===== config.mk =====
export PLATFORM = sky130hd
export DESIGN_NAME = gates
export DESIGN_NICKNAME = d
export VERILOG_FILES = /design/src/rtl/gates_pkg.sv /design/src/rtl/gates_comb.sv /design/src/rtl/gates.sv
export SDC_FILE = /design/constraint.sdc
export NUM_CORES = 1
export LEC_CHECK = 0
export CORE_AREA = 2 2 39 41
export CTS_CLUSTER_DIAMETER = 100
export DETAILED_ROUTE_END_ITERATION = 8
export DIE_AREA = 0 0 41 43
export SLEW_MARGIN = 40
export SYNTH_ARGS = -nofsm -noshare
export SYNTH_HDL_FRONTEND = slang
export SYNTH_SLANG_ARGS = --single-unit

===== constraint.sdc =====
create_clock -name clk -period 0.94 [get_ports clk]
set_input_delay 0.235 -clock clk [delete_from_list [all_inputs] [get_ports clk]]
set_output_delay 0.235 -clock clk [all_outputs]
set_load 0.05 [all_outputs]

===== src/rtl/gates_pkg.sv =====
// Shared constants for the gates block: default operand width and the
// per-bit values the registered outputs take while in reset.
package gates_pkg;

    localparam int unsigned GATES_DEFAULT_WIDTH = 1;

    // Reset state equals the a=b=0 result: true outputs low, inverted outputs high.
    localparam logic RST_TRUE = 1'b0;
    localparam logic RST_INV  = 1'b1;

endpackage


===== src/rtl/gates_comb.sv =====
// Unregistered bitwise logic: eight results from operands a and b.
module gates_comb
    import gates_pkg::*;
#(
    parameter int unsigned WIDTH = GATES_DEFAULT_WIDTH
) (
    input  logic [WIDTH-1:0] a,
    input  logic [WIDTH-1:0] b,
    output logic [WIDTH-1:0] ya,
    output logic [WIDTH-1:0] yna,
    output logic [WIDTH-1:0] yo,
    output logic [WIDTH-1:0] yno,
    output logic [WIDTH-1:0] yx,
    output logic [WIDTH-1:0] yxn,
    output logic [WIDTH-1:0] ynota,
    output logic [WIDTH-1:0] ynotb
);

    // Pure bitwise functions; complement pairs derived from one shared term.
    always_comb begin
        ya    = a & b;
        yna   = ~(a & b);
        yo    = a | b;
        yno   = ~(a | b);
        yx    = a ^ b;
        yxn   = ~(a ^ b);
        ynota = ~a;
        ynotb = ~b;
    end

endmodule


===== src/rtl/gates.sv =====
// Registered bitwise gates: one flop stage on every result, synchronous
// active-high reset to the a=b=0 result.
module gates
    import gates_pkg::*;
#(
    parameter int unsigned WIDTH = GATES_DEFAULT_WIDTH
) (
    input  logic             clk,
    input  logic             rst,
    input  logic [WIDTH-1:0] a,
    input  logic [WIDTH-1:0] b,
    output logic [WIDTH-1:0] ya,
    output logic [WIDTH-1:0] yna,
    output logic [WIDTH-1:0] yo,
    output logic [WIDTH-1:0] yno,
    output logic [WIDTH-1:0] yx,
    output logic [WIDTH-1:0] yxn,
    output logic [WIDTH-1:0] ynota,
    output logic [WIDTH-1:0] ynotb
);

    logic [WIDTH-1:0] ya_c, yna_c, yo_c, yno_c, yx_c, yxn_c, ynota_c, ynotb_c;

    gates_comb #(.WIDTH(WIDTH)) u_comb (
        .a     (a),
        .b     (b),
        .ya    (ya_c),
        .yna   (yna_c),
        .yo    (yo_c),
        .yno   (yno_c),
        .yx    (yx_c),
        .yxn   (yxn_c),
        .ynota (ynota_c),
        .ynotb (ynotb_c)
    );

    // Output register stage; reset overrides any operands sampled at the same edge.
    always_ff @(posedge clk) begin
        if (rst) begin
            ya    <= {WIDTH{RST_TRUE}};
            yo    <= {WIDTH{RST_TRUE}};
            yx    <= {WIDTH{RST_TRUE}};
            yna   <= {WIDTH{RST_INV}};
            yno   <= {WIDTH{RST_INV}};
            yxn   <= {WIDTH{RST_INV}};
            ynota <= {WIDTH{RST_INV}};
            ynotb <= {WIDTH{RST_INV}};
        end else begin
            ya    <= ya_c;
            yna   <= yna_c;
            yo    <= yo_c;
            yno   <= yno_c;
            yx    <= yx_c;
            yxn   <= yxn_c;
            ynota <= ynota_c;
            ynotb <= ynotb_c;
        end
    end

endmodule


==> results.yml <==
outcome:
  outcome: "complete, but fails checks"
  violations: "negative setup slack"
worst_setup_path:
  slowest_delay_ns: 0.34
  crit_buf_inv: 1
  cpMaxStageDelayCell: "dfxtp_2"
  required_ns: 0.70
  crit_type: "flop to output pin"
  endpoint_kind: "output pin"
  cp_top_family: "flip-flops"
  critPathLaunchType: "flop"
  path_max_fanout: 1
  cp.arrival_ns: 0.71
  crit_path_start: "yxn"
  critical_path.cell_chain: "buf_12"
logic_synthesis:
  netlist_area_um2: 265
  yosysMostFrequentCell: "dfxtp_1"
  syn_area_per_cell_um2: 12.1
  synth_area_leader_cell: "dfxtp_1"
  syn_inst: 22
  syn-num-nets: 30
  ys_seq_area_frac: 0.604
  synth.distinct_cells: 7
  synthArstFlopShare: 0
  ys.flop_type: "dfxtp_1"
  yosys-top-cells-area: "dfxtp_1 (60%), ha_1 (19%), nand2b_1 (9.4%)"
  synth_warnings: 0
  synth_common_cells: "dfxtp_1 (8), ha_1 (4), nand2b_1 (4)"
  yosysTopAreaCellShare: 0.604
  ys_ff_latch: 8
  synth-edff-count: 0
final_layout:
  finalNonFillerCells: 54
  drive_above_1_share: 0.605
  syn_to_final_growth_pct: 96.2
  postLayoutCellArea_um2: 520
  n_fill_cell: 128
  diodes: 0
  nets: 48
  multi_input_area_um2: 97.6
  final_util: 0.376
  regArea_um2: 170
route:
  ant_nets: 0
  routed_wirelength_um: 350
  vias: 176
  wl_per_cell_um: 6.48
  dr.pass1.iters: 2
  remaining_drc_errors: 0
  drtIter0Drc: 2
  via_per_inst: 3.26
place:
  place_area_um2: 490
  dp_slack_ns: -0.389
  io_buffers: 11
  gp_congestion: 0.619
  placedCellCount: 51
min_path:
  min_to: "ynota"
  hp-start: "a"
  min_path_type: "input port to flop"
  min_path_cells: 3
clock_network:
  cts_buffers: 3
  cts_sinks: 8
  clkTransAtPathRegs_ns: 0.05
  hold_buffers: 0
  cts_tree: "done"
  htreeDepth: 1
  clock_path_buffers: 2
  cts_setup_buffers: 0
  root_buffer: "clkbuf_4"
global_routing:
  grt_pass1_vias: 158
  grt_start_max_net_pins: 9
  track_usage: 0.0534
  antenna_found_initial: 0
  grt-ovfl-total: 0
  grt_pass1_wl_um: 552
power_and_ir_drop:
  peakVddDrop_mv: 0.420
  p_leak_nw: 0.238
  powerDensity_mw_per_mm2: 1580
  p_total_uw: 820
sta:
  worst_pin_slew_ns: 0.213
  drv_slew: 0
  grt_setup_unrepaired: "yes"
  whs_ns: 0.435
  maxSlewHeadroom: 0.857
  fin_setup_tns_ns: -0.00701
  fin_crit_ns: 0.945
  worst_slack_ns: -0.00504
  setup_viol: 2
  hold_violations: 0
  finalCritPeriodShare: 1.01
  fmax_mhz: 1060
floorplanning:
  start_util: 0.192
  core-area_mm2: 0.00138
  rows: 14
  dieArea_mm2: 0.00176
  die_h_um: 43
  io_pins: 12
  die_w_um: 41
run:
  cap_violations: 0
## layer usage
metal | track usage | vias up | share of wire
li1 | - | 98 | -
met1 | 0.0489 | 71 | 0.39
met2 | 0.0625 | 7 | 0.54
met3 | 0.0314 | 0 | 0.066
met4 | 0.0800 | 0 | 0
met5 | 0 | - | 0
## where the power goes
group	leakage (nW)	internal [mW]	switching [mW]
sequential	0.0662	0.365	0.0158
combinational	0.158	0.102	0.0988
clock	0.0138	0.145	0.0934
## cells by family (layout without fill, tap and decap cells)
group                    after synthesis  in the layout  share of synthesized area
flip-flops                             8              8                      0.604
AND/OR/NAND/NOR                        8              8                      0.179
adder cells (fa/ha/maj)                4              4                      0.189
buffers and inverters                  2             18                     0.0283
## placed cells by master (no fill, tap or decap)
cell type        synthesis  routed
buf_12                   0       8
dfxtp_2                  0       8
nand2b_1                 4       4
ha_1                     4       4
clkbuf_4                 0       3
inv_2                    0       2
nor2b_1                  2       2
dlygate4sd2_1            0       2
buf_4                    0       2
nor2_1                   1       1
or2_1                    1       1
clkdlybuf4s50_1          0       1
## timing repair
item,4_1_cts,5_1_grt
gates resized for setup,12,0
setup endpoints to repair,12,8
pin swaps,1,0
## how the worst max path moves through the flow
| stage | end | depth (start not counted) |
|---|---|---|
| 5_1_grt | yxn | 1 |
| 3_3_place_gp | yx | 4 |
| 6_report | yxn | 1 |
| 3_5_place_dp | yx | 4 |
| 2_1_floorplan | ya | 0 |
| 4_1_cts | yxn | 1 |
## flip-flops by register name, summed over array words and instances, names as in the netlist
name	count
yo	1
ynota	1
yx	1
ynotb	1
yxn	1
yna	1
ya	1
yno	1
## layout make-up
cell class                 count  area share
tap                           16      0.0385
clock buffer                   3      0.0433
inverter                       2      0.0144
multi-input combinational     12       0.188
timing repair buffer          13       0.389
sequential                     8       0.327
Power figures use the tool's default switching activity.
